### config.mk
export PLATFORM = sky130hd
export DESIGN_NAME = seq_shifter
export DESIGN_NICKNAME = d
export VERILOG_FILES = /design/src/rtl/seq_shifter_pkg.sv /design/src/rtl/seq_shifter_step.sv /design/src/rtl/seq_shifter.sv
export SDC_FILE = /design/constraint.sdc
export NUM_CORES = 1
export LEC_CHECK = 0
export CAP_MARGIN = 20
export CELL_PAD_IN_SITES_DETAIL_PLACEMENT = 0
export CELL_PAD_IN_SITES_GLOBAL_PLACEMENT = 1
export CORE_AREA = 2 2 83 85
export DETAILED_ROUTE_END_ITERATION = 16
export DIE_AREA = 0 0 85 87
export PLACE_DENSITY_LB_ADDON = 0.25
export SYNTH_ARGS = -nofsm -noshare
export SYNTH_HDL_FRONTEND = slang
export SYNTH_SLANG_ARGS = --single-unit
export TNS_END_PERCENT = 100
### constraint.sdc
create_clock -name clk -period 1.54 [get_ports clk]
set_input_delay 0.154 -clock clk [delete_from_list [all_inputs] [get_ports clk]]
set_output_delay 0.154 -clock clk [all_outputs]
set_load 0.05 [all_outputs]
### src/rtl/seq_shifter_pkg.sv
`default_nettype none
// ============================================================================
// Module   : seq_shifter_pkg
// Purpose  : Shared definitions for the iterative shifter: shift opcodes,
//            controller state encoding and the effective step-count function.
// Ports    : none (package)
// Revision : 1.0 - initial release
// ============================================================================
package seq_shifter_pkg;

  // Shift opcodes, shared with the combinational shifter.
  localparam logic [4:0] OP_LSL = 5'd8;
  localparam logic [4:0] OP_LSR = 5'd10;
  localparam logic [4:0] OP_ASR = 5'd14;
  localparam logic [4:0] OP_ROR = 5'd22;

  // Controller states.
  localparam logic [1:0] ST_IDLE  = 2'd0;
  localparam logic [1:0] ST_SHIFT = 2'd1;
  localparam logic [1:0] ST_DONE  = 2'd2;

  function automatic logic is_known_op(input logic [4:0] op);
    return (op == OP_LSL) || (op == OP_LSR) || (op == OP_ASR) || (op == OP_ROR);
  endfunction

  // Number of single-bit steps needed. Linear shifts saturate at width+1:
  // every count beyond that yields the same result and carry. Rotates wrap
  // modulo the width. Unknown ops take no steps.
  function automatic int unsigned eff_count(input logic [4:0] op,
                                            input int unsigned amount,
                                            input int unsigned width);
    int unsigned n;
    n = 0;
    if ((op == OP_LSL) || (op == OP_LSR) || (op == OP_ASR)) begin
      n = (amount > width + 1) ? width + 1 : amount;
    end else if (op == OP_ROR) begin
      n = amount % width;
    end
    return n;
  endfunction

endpackage
`default_nettype wire

### src/rtl/seq_shifter_step.sv
`default_nettype none
// ============================================================================
// Module   : shift_step
// Purpose  : Combinational single-bit shift/rotate step.
// Ports    : op         - shift opcode
//            r          - current value
//            carry      - current carry
//            r_next     - value after one step
//            carry_next - carry after one step
// Revision : 1.0 - initial release
// ============================================================================
module shift_step
  import seq_shifter_pkg::*;
#(
  parameter int WIDTH = 16
) (
  input  logic [4:0]       op,
  input  logic [WIDTH-1:0] r,
  input  logic             carry,
  output logic [WIDTH-1:0] r_next,
  output logic             carry_next
);

  always_comb begin
    r_next     = r;
    carry_next = carry;
    case (op)
      OP_LSL: begin
        carry_next = r[WIDTH-1];
        r_next     = {r[WIDTH-2:0], 1'b0};
      end
      OP_LSR: begin
        carry_next = r[0];
        r_next     = {1'b0, r[WIDTH-1:1]};
      end
      OP_ASR: begin
        carry_next = r[0];
        r_next     = {r[WIDTH-1], r[WIDTH-1:1]};
      end
      OP_ROR: begin
        carry_next = r[0];
        r_next     = {r[0], r[WIDTH-1:1]};
      end
      default: begin
        r_next     = r;
        carry_next = carry;
      end
    endcase
  end

endmodule
`default_nettype wire

### src/rtl/seq_shifter.sv
`default_nettype none
// ============================================================================
// Module   : seq_shifter
// Purpose  : Iterative shift/rotate unit, one bit per clock, valid/ready
//            handshake on both sides, ARM-style carry/zero/negative flags.
// Ports    : clk, rst_n          - clock, synchronous active-low reset
//            in_valid/in_ready   - request handshake (ready only in IDLE)
//            a, amount, shift_op - operand, shift count, opcode
//            carry_in            - current C flag
//            out_valid/out_ready - result handshake (held until accepted)
//            result, carry_out, zero, neg, op_err - result and flags
//            busy                - controller not in IDLE
// Revision : 1.0 - initial release
// ============================================================================
module seq_shifter
  import seq_shifter_pkg::*;
#(
  parameter int WIDTH = 16,
  parameter int AMT_W = 5
) (
  input  logic             clk,
  input  logic             rst_n,
  input  logic             in_valid,
  output logic             in_ready,
  input  logic [WIDTH-1:0] a,
  input  logic [AMT_W-1:0] amount,
  input  logic [4:0]       shift_op,
  input  logic             carry_in,
  output logic             out_valid,
  input  logic             out_ready,
  output logic [WIDTH-1:0] result,
  output logic             carry_out,
  output logic             zero,
  output logic             neg,
  output logic             op_err,
  output logic             busy
);

  localparam int CNT_W = $clog2(WIDTH + 2);

  logic [1:0]       state_q, state_d;
  logic [WIDTH-1:0] r_q, r_d;
  logic             carry_q, carry_d;
  logic [CNT_W-1:0] cnt_q, cnt_d;
  logic [4:0]       op_q, op_d;
  logic             zero_q, zero_d;
  logic             neg_q, neg_d;
  logic             op_err_q, op_err_d;

  logic [WIDTH-1:0] step_r;
  logic             step_c;
  logic [CNT_W-1:0] n_eff;

  shift_step #(.WIDTH(WIDTH)) u_step (
    .op         (op_q),
    .r          (r_q),
    .carry      (carry_q),
    .r_next     (step_r),
    .carry_next (step_c)
  );

  assign n_eff = CNT_W'(eff_count(shift_op, 32'(amount), WIDTH));

  always_comb begin
    state_d  = state_q;
    r_d      = r_q;
    carry_d  = carry_q;
    cnt_d    = cnt_q;
    op_d     = op_q;
    zero_d   = zero_q;
    neg_d    = neg_q;
    op_err_d = op_err_q;
    case (state_q)
      ST_IDLE: begin
        if (in_valid) begin
          op_d     = shift_op;
          r_d      = a;
          cnt_d    = n_eff;
          op_err_d = ~is_known_op(shift_op);
          // A nonzero rotate by a multiple of the width leaves the value
          // unchanged but reports the msb as carry. Otherwise carry_in is
          // the zero-step answer, and a shift overwrites it anyway.
          if ((shift_op == OP_ROR) && (amount != '0)) begin
            carry_d = a[WIDTH-1];
          end else begin
            carry_d = carry_in;
          end
          if (n_eff == '0) begin
            state_d = ST_DONE;
            zero_d  = ~|a;
            neg_d   = a[WIDTH-1];
          end else begin
            state_d = ST_SHIFT;
          end
        end
      end
      ST_SHIFT: begin
        r_d     = step_r;
        carry_d = step_c;
        cnt_d   = cnt_q - CNT_W'(1);
        if (cnt_q == CNT_W'(1)) begin
          state_d = ST_DONE;
          zero_d  = ~|step_r;
          neg_d   = step_r[WIDTH-1];
        end
      end
      ST_DONE: begin
        if (out_ready) begin
          state_d = ST_IDLE;
        end
      end
      default: begin
        state_d = ST_IDLE;
      end
    endcase
  end

  always_ff @(posedge clk) begin
    if (!rst_n) begin
      state_q  <= ST_IDLE;
      r_q      <= '0;
      carry_q  <= 1'b0;
      cnt_q    <= '0;
      op_q     <= '0;
      zero_q   <= 1'b0;
      neg_q    <= 1'b0;
      op_err_q <= 1'b0;
    end else begin
      state_q  <= state_d;
      r_q      <= r_d;
      carry_q  <= carry_d;
      cnt_q    <= cnt_d;
      op_q     <= op_d;
      zero_q   <= zero_d;
      neg_q    <= neg_d;
      op_err_q <= op_err_d;
    end
  end

  assign in_ready  = (state_q == ST_IDLE);
  assign out_valid = (state_q == ST_DONE);
  assign busy      = (state_q != ST_IDLE);
  assign result    = r_q;
  assign carry_out = carry_q;
  assign zero      = zero_q;
  assign neg       = neg_q;
  assign op_err    = op_err_q;

endmodule
`default_nettype wire

==> results.json, run 1 <==
{
  "outcome": "finished with violations",
  "violations": "negative setup slack",
  "syn_nets": 265,
  "syn_area_per_cell_um2": 8.21,
  "grt_pass1_vias": 2255,
  "nets": 393,
  "globalRouteTotalUtil": 0.188,
  "hold_slack_ns": 0.305,
  "vdd_drop_max_v": 0.000342,
  "die_y_um": 87,
  "rsz0062_at_grt": "yes",
  "switchingPower_mw": 1.01,
  "die-area_mm2": 0.00740,
  "n_antenna_cell": 0,
  "min_period_ns": 1.91,
  "fin_util": 0.509,
  "switching_share": 0.354,
  "routabilityCongestion": 0.784,
  "clk_latency_ns": 0.29,
  "max_cap_viol_count": 0,
  "via_per_inst": 5.42,
  "dp_hpwl_um": 4880,
  "cts_tree": "yes",
  "syn_to_final_growth_pct": 75.5,
  "leakagePower_nw": 1.42,
  "portBuffers": 53,
  "critPathMaxFanout": 6,
  "finalNonFillerCells": 440,
  "path_class": "reg -> reg",
  "htreeDepth": 2,
  "numCtsBuffers": 5,
  "hold_buffers": 0,
  "overflow": 0,
  "core_area_mm2": 0.00657,
  "seq_area_frac_synth": 0.336,
  "yosysUniqueCellTypes": 50,
  "pwr_density_cell_mw_per_mm2": 853,
  "dr.pass1.iters": 7,
  "finalHoldViolCount": 0,
  "hold_path.class": "in -> reg",
  "grt_pass1_wl_um": 11100,
  "wirelength_um": 6910,
  "dpl.cell_count": 411,
  "pwr-share-clk": 0.256,
  "drive_above_1_share": 0.419,
  "slew_headroom": 0.732,
  "seqPwrFrac": 0.352,
  "syn_inst": 232,
  "power_mw": 2.85,
  "ys.flop_type": "dfxtp_1",
  "comb_power_share": 0.393,
  "clk_pin_slew_ns": 0.07,
  "num_vias": 2383,
  "ios": 54,
  "root_buffer": "clkbuf_8",
  "ant_nets": 0,
  "worst_slack_ns": -0.370,
  "rows": 30,
  "setup_viol": 16,
  "routedWlPerCell_um": 15.7,
  "finalCritPeriodShare": 1.24,
  "ys_ff_latch": 32,
  "antenna_found_initial": 0,
  "max_stage_delay_ns": 0.37,
  "critPathSlowestCell": "dfxtp_4",
  "p_int_mw": 1.84,
  "grt_max_degree": 34,
  "worst_ep_required_time_ns": 1.78,
  "route.detailed.drc": 0,
  "max_freq_mhz": 524,
  "cts.sinks": 32,
  "report.final.slew_viol_count": 0,
  "fin_worst_skew_ns": 0.00477,
  "initial_utilization": 0.290,
  "cp-start-kind": "register",
  "async_flop_share": 0,
  "critPathArrivalTime_ns": 2.14,
  "end_kind": "register",
  "synth_warnings": 0,
  "worstMarginPinSlew_ns": 0.398,
  "crit_chain": "or2b_1 > nor4_4 > buf_6 > nor3b_2 > a221oi_2 > nand4_1 > nor3_2 > a21o_1",
  "synth_edf_count": 0,
  "syn_area_mm2": 0.00190,
  "dieWidth_um": 85,
  "clk_path_buf_depth": 2,
  "drt_iter0_drc": 208
}
placed cells by master, fill, tap and decap left out, drive strengths merged, types with 5 or more instances in the layout:
cell           count
nor4               5
o221ai             7
and2               9
a222oi            10
a21boi             8
o21ai             13
inv                9
a221oi             5
buf              106
nor2b              8
nand2             30
clkdlybuf4s50     26
nor3               6
a21oi             15
nor2               8
a22oi              7
dfxtp             32
clkbuf             7
stage by stage:
stage                     setup slack [ns]  cell area (um2)  setup TNS [ns]
final                               -0.370             3340           -3.05
after global routing                -0.472             3340           -4.94
after CTS                           -0.330             3230           -2.70
after detailed placement            -0.534             2940           -4.42
after global placement              -0.498             2940           -4.22
after floorplan                     -0.115             1940          -0.145
repair_timing:
action / CTS / global route
gates cloned: 1 / 0
resized for setup: 31 / 22
endpoints found under the setup margin: 18 / 22
pin swaps: 6 / 20
endpoints found under the hold margin: 0 / 0
buffers inserted: 14 / 11
worst max-delay path, delay by kind of cell (launching register included):
| family | cells | cell delay, ns |
|---|---|---|
| buffers and inverters | 1 | 0.17 |
| flip-flops | 1 | 0.37 |
| AO/OA/AOI/OAI | 2 | 0.36 |
| AND/OR/NAND/NOR | 5 | 0.95 |
Yosys cell counts, types with 2 or more instances:
| master | number | area share |
|---|---|---|
| dfxtp_1 | 32 | 0.34 |
| nor3b_1 | 3 | 0.012 |
| buf_2 | 2 | 0.0053 |
| a21boi_0 | 7 | 0.028 |
| inv_1 | 9 | 0.018 |
| a222oi_1 | 10 | 0.053 |
| nor2b_1 | 7 | 0.023 |
| a221oi_1 | 4 | 0.018 |
| o221ai_1 | 7 | 0.032 |
| nor2_1 | 8 | 0.016 |
| nand3_1 | 3 | 0.0079 |
| a21oi_1 | 15 | 0.039 |
| nor3_1 | 6 | 0.016 |
| o21ai_0 | 12 | 0.032 |
| and2_1 | 9 | 0.030 |
| nand4b_1 | 2 | 0.0092 |
| mux2i_1 | 4 | 0.021 |
| nand2b_1 | 2 | 0.0066 |
| clkbuf_1 | 10 | 0.020 |
| and3_1 | 2 | 0.0066 |
| a22oi_1 | 7 | 0.028 |
| nand4_1 | 4 | 0.013 |
| nor4_1 | 4 | 0.013 |
| o2bb2ai_1 | 2 | 0.0092 |
| buf_4 | 2 | 0.0079 |
| ha_1 | 2 | 0.013 |
| nand2_1 | 30 | 0.059 |
| o31ai_1 | 2 | 0.0079 |
| a211oi_1 | 2 | 0.0079 |
| nand3b_1 | 3 | 0.012 |
cell families (layout without fill, tap and decap cells):
| logic type | after synthesis | after routing | synth area share |
|---|---|---|---|
| AOI/OAI and AO/OA | 81 | 81 | 0.320 |
| xor gates and xnor gates | 1 | 1 | 0.00460 |
| adders and majority gates | 2 | 2 | 0.0131 |
| buffers and inverters | 24 | 152 | 0.0565 |
| DFF | 32 | 32 | 0.336 |
| muxes | 4 | 4 | 0.0210 |
| and+or+nand+nor | 88 | 88 | 0.248 |
final cells by class:
type	instances	area, um2
Inverter	9	33.8
Sequential cell	32	661
Tap cell	80	100
Clock buffer	7	96.3
Multi-Input combinational cell	176	1270
Timing Repair Buffer	136	1180
Fill cell	660	3230
power groups by stage:
stage / Clock (mW) / Combinational, mW / Sequential [mW]
floorplan: 0 / 0.380 / 1.17
global placement: 0 / 1.01 / 1.01
detailed placement: 0 / 1.02 / 1.02
CTS: 0.745 / 1.08 / 1.00
global route: 0.779 / 1.20 / 1.01
finish: 0.728 / 1.12 / 1.00
state kept, by name, indices dropped and copies added (netlist names):
register	flops
op_q	5
cnt_q	5
zero	1
result	16
op_err	1
state_q	2
carry_out	1
neg	1
path summary, 6_finish.rpt:
path	startpoint	endpoint	slack [ns]	depth (start not counted)
worst max register to register	op_q[4]$_SDFFE_PN0P_	zero$_SDFFE_PN0P_	-0.37	8
worst min-delay path	shift_op[4]	op_q[4]$_SDFFE_PN0P_	0.31	4
worst max-delay path	op_q[4]$_SDFFE_PN0P_	zero$_SDFFE_PN0P_	-0.37	8
worst min register to register	op_err$_SDFFE_PN0P_	op_err$_SDFFE_PN0P_	0.51	1
metal layers:
| metal | GRT usage | share of wire | vias up |
|---|---|---|---|
| met5 | 0 | 0 | - |
| met4 | 0.0505 | 0.017 | 0 |
| met3 | 0.0360 | 0.063 | 13 |
| met2 | 0.302 | 0.45 | 94 |
| met1 | 0.258 | 0.47 | 1134 |
| li1 | - | - | 1142 |
No activity file was read; power rests on OpenSTA's default activity.
==> run 2: changes to the inputs <==
--- a/config.mk
+++ b/config.mk
@@ -11,7 +11,8 @@
 export CORE_AREA = 2 2 83 85
 export DETAILED_ROUTE_END_ITERATION = 16
 export DIE_AREA = 0 0 85 87
-export PLACE_DENSITY_LB_ADDON = 0.25
+export PLACE_DENSITY = 0.7
+export REMOVE_ABC_BUFFERS = 1
 export SYNTH_ARGS = -nofsm -noshare
 export SYNTH_HDL_FRONTEND = slang
 export SYNTH_SLANG_ARGS = --single-unit
==> run 2 against run 1 <==
Against the previous run:
- register-to-register slack improved by 0.03 ns
- critical path depth rose by 1
- die area did not move
- critical path type unchanged
- sequential share of layout area rose by 0.25 points
- count of clock-buffer cells in the layout rose by 1
- power fell by 1.9%
- setup slack improved by 0.027 ns
- worst hold slack got worse by 0.018 ns
- combinational power barely moved
- the run still ends with negative setup slack left
==> results.json, run 2 (synthesis gave the netlist of run 1 again) <==
{
  "cp-startpoint": "op_q[1]$_SDFFE_PN0P_",
  "largest_reg_flops": 16,
  "critPathSlowestCell": "dfxtp_4",
  "end_kind": "register",
  "nets": 390,
  "globalRouteTotalUtil": 0.174,
  "worstReg2RegStart": "op_q[1]$_SDFFE_PN0P_",
  "root_buffer": "clkbuf_8",
  "grt_max_degree": 34,
  "max_freq_mhz": 531,
  "clk_pin_slew_ns": 0.07,
  "critPathMaxFanout": 13,
  "placed_area_mm2": 0.00290,
  "fin_setup_tns_ns": -2.52,
  "seqPwrFrac": 0.355,
  "worst_slack_ns": -0.343,
  "ant_nets": 0,
  "hold_path.class": "in -> reg",
  "portBuffers": 53,
  "rows": 30,
  "p_int_mw": 1.80,
  "core_area_mm2": 0.00657,
  "routedWlPerCell_um": 15.0,
  "grt_pass1_wl_um": 10300,
  "report.final.slew_viol_count": 0,
  "htreeDepth": 2,
  "path_class": "reg -> reg",
  "overflow": 0,
  "n_antenna_cell": 0,
  "pwr_density_cell_mw_per_mm2": 853,
  "dp_hpwl_um": 4650,
  "critPathTopFamily": "compound AO/OA/AOI/OAI gates",
  "hold_buffers": 0,
  "outcome": "finished with violations",
  "worst_ep_required_time_ns": 1.78,
  "num_vias": 2311,
  "numCtsBuffers": 5,
  "cp-start-kind": "register",
  "ios": 54,
  "cts_tree": "yes",
  "max_cap_viol_count": 0,
  "leakagePower_nw": 1.40,
  "syn_to_final_growth_pct": 72.0,
  "antenna_found_initial": 0,
  "setup_viol": 15,
  "rsz0062_at_grt": "yes",
  "switchingPower_uw": 997,
  "min_period_ns": 1.88,
  "routabilityCongestion": 0.780,
  "dp_slack_ns": -0.484,
  "clk_path_buf_depth": 2,
  "cp_common_cell": "buf_4",
  "clk_latency_ns": 0.29,
  "drive_above_1_share": 0.383,
  "via_per_inst": 5.28,
  "fin_worst_skew_ns": 0.00772,
  "finalHoldViolCount": 0,
  "cts.sinks": 32,
  "hold_path.startpoint": "amount[2]",
  "comb_power_share": 0.397,
  "mostFrequentLayoutCells": "buf_4 (88), nand2_1 (29), dfxtp_1 (26)",
  "initial_utilization": 0.290,
  "dr.pass1.iters": 6,
  "vdd_drop_max_v": 0.000481,
  "grt_pass1_vias": 2102,
  "finalCritPeriodShare": 1.22,
  "wirelength_um": 6580,
  "max_stage_delay_ns": 0.37,
  "violations": "negative setup slack",
  "die_y_um": 87,
  "route.detailed.drc": 0,
  "switching_share": 0.357,
  "pwr-share-clk": 0.248,
  "drt_iter0_drc": 156,
  "crit_chain": "nor2b_1 > a21boi_2 > buf_6 > buf_4 > a222oi_1 > buf_4 > nand4_1 > nor3_2 > a21o_1",
  "final_cell_area_mm2": 0.00328,
  "path_buf_inv": 3,
  "slew_headroom": 0.709,
  "critPathArrivalTime_ns": 2.12,
  "final_common_cell": "buf_4",
  "dieWidth_um": 85,
  "worstMarginPinSlew_ns": 0.433,
  "die-area_mm2": 0.00740
}
==> run 2: cell count changes in the layout (fill, tap and decap cells not counted), sizes merged <==
cell,change
dlymetal6s2s,+3
buf,-3
clkbuf,+1
clkdlybuf4s50,-5
dlygate4sd2,+2
==> run 2: tightest hold or removal path, delay by kind of cell <==
kind,cells,cell delay [ns]
AOI/OAI and AO/OA,1,0.06
buffers and inverters,2,0.24
and+or+nand+nor,1,0.09
==> run 2: through the flow <==
stage / hold WS, ns / util / power, mW / std cells
2_1_floorplan: 0.270 / - / 1.50 / 217
3_3_place_gp: 0.494 / 0.442 / 1.99 / 410
3_5_place_dp: 0.494 / 0.442 / 2.00 / 410
4_1_cts: 0.280 / 0.470 / 2.73 / 427
5_1_grt: 0.312 / 0.499 / 2.94 / 438
6_report: 0.287 / 0.499 / 2.79 / 438
==> run 2: area by class of cell <==
class	count	area [um2]
inverters	9	33.8
multi-input cells	176	1230
well taps	80	100
fillers	642	3290
repair buffers	133	1170
flip-flops and latches	32	656
clock buffers	8	90.1
==> run 2: worst paths after layout <==
path / end / slack (ns) / cells after the start
setup / recovery: zero$_SDFFE_PN0P_ / -0.34 / 9
hold / removal: cnt_q[2]$_SDFFE_PN0P_ / 0.29 / 4
setup reg to reg: zero$_SDFFE_PN0P_ / -0.34 / 9
hold reg to reg: op_err$_SDFFE_PN0P_ / 0.50 / 1
==> run 2: power by group through the flow <==
stage               Sequential [mW]  Combinational [mW]  Clock (mW)
floorplan                      1.16               0.341           0
global placement               1.00               0.990           0
detailed placement             1.00               0.991           0
CTS                           0.987                1.04       0.704
global route                   1.00                1.19       0.752
finish                        0.991                1.11       0.694
==> run 2: what timing repair did <==
action / 4_1_cts / 5_1_grt
setup endpoints to repair: 18 / 23
pin swaps: 12 / 18
setup buffers: 9 / 9
hold endpoints to repair: 0 / 0
cloned: 0 / 3
gates resized for setup: 18 / 41
==> run 2: routing by layer <==
| layer | routed length, um | vias to the layer above | track usage |
|---|---|---|---|
| met4 | 81 | 0 | 0.0519 |
| met2 | 3090 | 87 | 0.283 |
| li1 | - | 1138 | - |
| met1 | 2950 | 1078 | 0.240 |
| met3 | 462 | 8 | 0.0227 |
| met5 | 0 | - | 0 |
==> RTL edit 1: new RTL, flow settings as in run 1 <==
`r_q` and `op_q` no longer have a reset.
--- a/src/rtl/seq_shifter.sv
+++ b/src/rtl/seq_shifter.sv
@@ -120,6 +120,4 @@
       state_q  <= ST_IDLE;
-      r_q      <= '0;
       carry_q  <= 1'b0;
       cnt_q    <= '0;
-      op_q     <= '0;
       zero_q   <= 1'b0;
@@ -129,6 +127,4 @@
       state_q  <= state_d;
-      r_q      <= r_d;
       carry_q  <= carry_d;
       cnt_q    <= cnt_d;
-      op_q     <= op_d;
       zero_q   <= zero_d;
@@ -137,2 +133,7 @@
     end
+  end
+
+  always_ff @(posedge clk) begin
+    r_q  <= r_d;
+    op_q <= op_d;
   end
Function: changed (a bounded check fails within 4 cycles, from zero or initial values and one cycle with rst_n low).
==> RTL edit 1 against run 1 <==
- the flow still finishes with violations (negative setup slack)
- total power fell by 9.3%
- via count fell by 16%
- non-clock buffer count fell by 17
- sequential power rose by 7%
- design area fell by 4.6%
- setup slack got worse by 0.48 ns
- wire length fell by 14%
- sequential cell count did not move
- global-route usage fell by 2.4 points
- area after synthesis fell by 4.5%
- count of clock-buffer cells in the layout fell by 1
- critical path type unchanged
==> RTL edit 1: results (changes against run 1) <==
Setup path
The worst reg-to-reg path cell count is 7 (-1). In this run the critical register-to-register path is launched from op_q[4]. The cell with the largest stage delay on the worst path is sky130_fd_sc_hd__or4_1. The family with the most delay on the worst path is compound AO/OA/AOI/OAI gates. The delay of the slowest cell on the worst path is 0.54 ns (+0.17 ns).

The critical-path maximum fanout came to 7 (+1). The data arrival time of the critical path is 2.59 ns (+0.45 ns).

Pwr
The leakage power is 0.00133 uW (-6.5%). The combinational-cell power consumption is 911 uW (-19%). The maximum ir drop on the vdd rail was 0.367 mV (+7.2%). The clock-net power is 607 uW (-17%). The switching portion of total power is 32.6% (-2.7 points). The total power is 2580 uW (-9.3%).

GRT
The global-route wire length before repair is 9450 um (-15%). The largest net degree at the start of global routing came to 31 (-8.8%). The aggregate global-route resource usage is 16.4% (-2.4 points). The number of antenna violations at the first check in global routing was 0 (unchanged).

Synthesis
The sequential area share after synthesis is 46.8% (+13 points). The distinct cell type count after synthesis is 43 (-14%). The post-synthesis instance total is 191 (-18%). The share of flip-flops with an asynchronous set or reset after synthesis was 0% (unchanged). By count the netlist is led by sky130_fd_sc_hd__nand2_1 (24), sky130_fd_sc_hd__o21ai_0 (24), sky130_fd_sc_hd__edfxtp_1 (21). Sorting the synthesized cells by area gives the leading types as sky130_fd_sc_hd__edfxtp_1 (35%), sky130_fd_sc_hd__dfxtp_1 (12%), sky130_fd_sc_hd__a222oi_1 (7.7%). The number of enable-type register cells in the synthesized netlist is 21 (+21).

The number of nets produced by synthesis was 224 (-15%).

Min path
The end of the worst hold path is op_q[4]. The number of cells on the worst hold path is 2 (-2).

STA
The final total negative setup slack is -6.97 ns (-3.93 ns). The final worst hold slack is 0.201 ns (-0.104 ns). The worst setup skew after layout is 0.00896 ns (+0.00419 ns). The final setup violation count was 19 (+3).

The tightest slew margin relative to the limit came to 71.8% (-1.4 points). The worst setup margin is -0.848 ns (-0.478 ns).

CTS
The CTS buffer count is 5 (unchanged). The number of buffers on the longest clock path is 2 (unchanged). The number of gates resized after CTS is 32 (+3.2%). The post-CTS repair timing setup buffer count is 4 (-10).

Finish
The flip-flop count of the largest register, all copies and words added is 16 (unchanged). The fraction of final layout cells sized beyond drive strength 1 came to 39.4% (-2.6 points). The number of nets at the end of the flow was 343 (-13%).

The final cell count without fillers is 390 (-11%). The diode insertion count for antenna repair is 0 (unchanged).

Placement
The pre-CTS setup slack is -0.935 ns (-0.401 ns). The sum of net half-perimeters after detailed placement is 4470 um (-8.5%). The placed instance area is 2950 sq um (+0.55%). The weighted congestion reported at the end of routability-driven placement came to 0.827 (+5.4%). The number of cells in the design after placement was 375 (-8.8%). The total of buffers placed on input and output ports is 53 (unchanged).

Status
The final reports fail on negative setup slack. The run finished, with violations left.

Drt
The via count is 1999 (-16%). The number of iterations in the first detailed-routing pass is 5 (-2). The number of violations reported at the end of detailed-routing iteration 0 is 228 (+9.6%). The per-cell routed wire length is 15.3 um (-2.6%).
RTL edit 1: final cells by class:
type | count | area [sq um]
Fill cell | 617 | 3380
Timing Repair Buffer | 119 | 1070
Multi-Input combinational cell | 146 | 1060
Sequential cell | 32 | 851
Tap cell | 80 | 100
Clock buffer | 6 | 72.6
Inverter | 6 | 22.5
Clock inverter | 1 | 5.00
RTL edit 1: metal layers:
layer  share of wire (%)  routed length [um]  GRT usage, %  up-vias
met1                  43                2570          20.7      929
met4                 1.5                  89          5.19        0
li1                    -                   -             -      990
met2                  50                3000          27.8       69
met5                   0                   0             0        -
met3                 5.2                 309          3.79       11
RTL edit 1: kinds of logic (layout without fill, tap and decap cells):
group / Yosys count / count (layout) / synth area share, %
compound gates: 64 / 65 / 24.6
mux: 2 / 2 / 1.10
fa+ha+maj: 2 / 2 / 1.38
flops: 32 / 32 / 46.8
simple gates: 77 / 77 / 22.6
buf+inv: 14 / 132 / 3.51
RTL edit 1: worst register-to-register path, cell delays in order (launching register included):
cell and delay [ns]:
sky130_fd_sc_hd__edfxtp_1 0.45, sky130_fd_sc_hd__nand2b_4 0.17, sky130_fd_sc_hd__a21o_1 0.20, sky130_fd_sc_hd__a21o_4 0.26, sky130_fd_sc_hd__a222oi_1 0.42, sky130_fd_sc_hd__nand4_1 0.14
sky130_fd_sc_hd__or4_1 0.54, sky130_fd_sc_hd__a31oi_1 0.13
RTL edit 1: worst max path at each step:
stage / start / end / slack (ns) / cells past startpoint
after CTS: op_q[3] / zero / -0.86 / 7
after detailed placement: op_q[4] / zero / -0.94 / 7
final: op_q[4] / zero / -0.85 / 7
after floorplan: op_q[4] / zero / -0.69 / 8
after global routing: op_q[4] / zero / -0.95 / 7
after global placement: op_q[4] / zero / -0.84 / 7
==> RTL edit 2: new RTL, config.mk and constraints of run 1 <==
Without the edit above. `AMT_W`: 5 -> 7.
--- a/src/rtl/seq_shifter.sv
+++ b/src/rtl/seq_shifter.sv
@@ -18,3 +18,3 @@
   parameter int WIDTH = 16,
-  parameter int AMT_W = 5
+  parameter int AMT_W = 7
 ) (
Ports: changed (resized amount); port bits go from 54 to 56. No check against the original RTL was run, so the function may have changed too.
==> RTL edit 2 against run 1 <==
- the run still ends with negative setup slack left
- wire length increased by 19%
- worst hold slack got worse by 0.037 ns
- setup slack got worse by 0.28 ns
- global-route usage increased by 3.0 points
- sequential cell count unchanged
- total power increased by 15%
- area after synthesis increased by 4.3%
- critical path depth decreased by 1
- design area increased by 21%
- clock power increased by 24%
- critical path type unchanged
- critical endpoint unchanged
- largest power group unchanged
==> RTL edit 2: results (changes against run 1) <==
Pwr
The maximum ir drop on the vdd rail is 0.561 mV (+64%). The switching portion of total power is 33.5% (-1.9 points). The leakage power is 0.00174 uW (+23%).

Drt
The per-cell routed wire length is 16.6 um (+5.9%). The per-cell via count in the routed design is 5.46 (+0.88%). The number of iterations in the first detailed-routing pass is 6 (-1). The number of violations reported at the end of detailed-routing iteration 0 came to 209 (+0.48%).

Finish
The filler cell count was 531 (-20%). The fraction of final layout cells sized beyond drive strength 1 is 51.2% (+9.3 points). The number of nets at the end of the flow is 450 (+15%).

The diode insertion count for antenna repair is 0 (unchanged).

Placement
The total of buffers placed on input and output ports is 55 (+3.8%). The weighted congestion reported at the end of routability-driven placement is 0.841 (+7.3%). The sum of net half-perimeters after detailed placement is 5870 um (+20%).

Synthesis
Sorting the synthesized cells by how often they occur yields sky130_fd_sc_hd__nor2_1 (44), sky130_fd_sc_hd__dfxtp_1 (32), sky130_fd_sc_hd__nand2_1 (23). The sequential area share after synthesis is 32.3% (-1.4 points). The number of enable-type register cells in the synthesized netlist is 0 (unchanged). The distinct cell type count after synthesis was 52 (+4.0%). In the post-synthesis netlist, the biggest area contributors are sky130_fd_sc_hd__dfxtp_1 (32%), sky130_fd_sc_hd__nor2_1 (8.3%), sky130_fd_sc_hd__a21oi_1 (5.3%).

The number of nets produced by synthesis came to 292 (+10%). The share of flip-flops with an asynchronous set or reset after synthesis is 0% (unchanged).

STA
The final setup violation count is 19 (+3). The worst setup skew after layout was 0.00407 ns (-0.000699 ns). The worst setup margin is -0.652 ns (-0.283 ns). The measured slew at the worst slew-check pin is 0.480 ns (+0.0813 ns).

GRT
The aggregate global-route resource usage is 21.8% (+3.0 points). The via count of the first global-routing pass is 2700 (+20%). The largest net degree at the start of global routing came to 25 (-26%). The global-route wire length before repair is 12900 um (+16%).

Min path
The path class of the tightest hold or removal check is input pin to flop. The number of cells on the worst hold path is 3 (-1).

CTS
The cell sitting at the root of the clock tree is a sky130_fd_sc_hd__clkbuf_8. The clock transition at the registers of the reported paths is 0.07 ns (about the same). The clock reaches the later pin of the worst-skew pair after 0.28 ns.

Status
The final reports fail on negative setup slack. The run finished, with violations left.

Setup path
The critical-path maximum fanout came to 7 (+1). The data arrival time of the critical path is 2.41 ns (+0.27 ns). The worst reg-to-reg path cell count is 7 (-1).
==> RTL edit 2: layer usage <==
metal	track usage [%]	share of wire, %	vias to the layer above
met1	27.8	44	1306
met3	4.83	4.5	18
met4	4.33	1.7	0
li1	-	-	1291
met2	37.9	50	95
met5	0	0	-
==> RTL edit 2: final timing paths <==
path | start | endpoint | slack, ns
worst min register to register | op_q[4] | op_q[4] | 0.48
worst max register to register | op_q[3] | zero | -0.65
worst max-delay path | op_q[3] | zero | -0.65
worst min-delay path | amount[0] | cnt_q[0] | 0.27
==> RTL edit 2: through the flow <==
stage | setup WS (ns) | area [sq um] | setup TNS [ns] | util [%] | std cells
3_3_place_gp | -0.634 | 3480 | -6.37 | 53.0 | 472
6_report | -0.652 | 4060 | -5.84 | 61.8 | 496
3_5_place_dp | -0.707 | 3480 | -7.72 | 53.0 | 472
2_1_floorplan | -0.488 | 2100 | -1.77 | - | 257
5_1_grt | -0.801 | 4060 | -7.72 | 61.8 | 496
4_1_cts | -0.639 | 3890 | -4.11 | 59.3 | 490
==> RTL edit 2: power by group through the flow <==
stage	logic [uW]	registers, uW	clock network [uW]
6_report	1390	982	900
5_1_grt	1470	992	965
4_1_cts	1320	973	919
3_5_place_dp	1230	990	0
3_3_place_gp	1220	990	0
2_1_floorplan	441	1150	0
==> RTL edit 2: timing repair <==
item                       in CTS  in global routing
setup buffers                  13                 10
cloned                          1                  0
gates resized for setup        52                 34
pin swaps                      16                 29
setup endpoints to repair      21                 22
==> RTL edit 2: cells by family (layout without fill, tap and decap cells) <==
group,Yosys count,in the layout,share of synthesized area [%]
AOI/OAI and AO/OA,79,79,29.0
and+or+nand+nor,115,115,28.5
xor gates and xnor gates,1,1,0.441
adders and majority gates,2,2,1.26
muxes,4,4,2.02
DFF,32,32,32.3
buffers and inverters,24,183,6.49
==> RTL edit 2: area by class of cell <==
class / instances / area share, %
Clock buffer: 7 / 2.38
Clock inverter: 1 / 0.740
Inverter: 5 / 0.463
Multi-Input combinational cell: 201 / 37.6
Sequential cell: 32 / 16.1
Tap cell: 80 / 2.47
Timing Repair Buffer: 170 / 40.2
==> RTL edit 2: critical path, stage by stage, from the launching register on <==
cell and delay, ns:
sky130_fd_sc_hd__dfxtp_4 0.36, sky130_fd_sc_hd__nand4b_1 0.25, sky130_fd_sc_hd__o21ai_4 0.14, sky130_fd_sc_hd__nand2b_4 0.11, sky130_fd_sc_hd__a222oi_1 0.42, sky130_fd_sc_hd__nand4_1 0.15, sky130_fd_sc_hd__or4_4 0.55, sky130_fd_sc_hd__a21oi_2 0.14
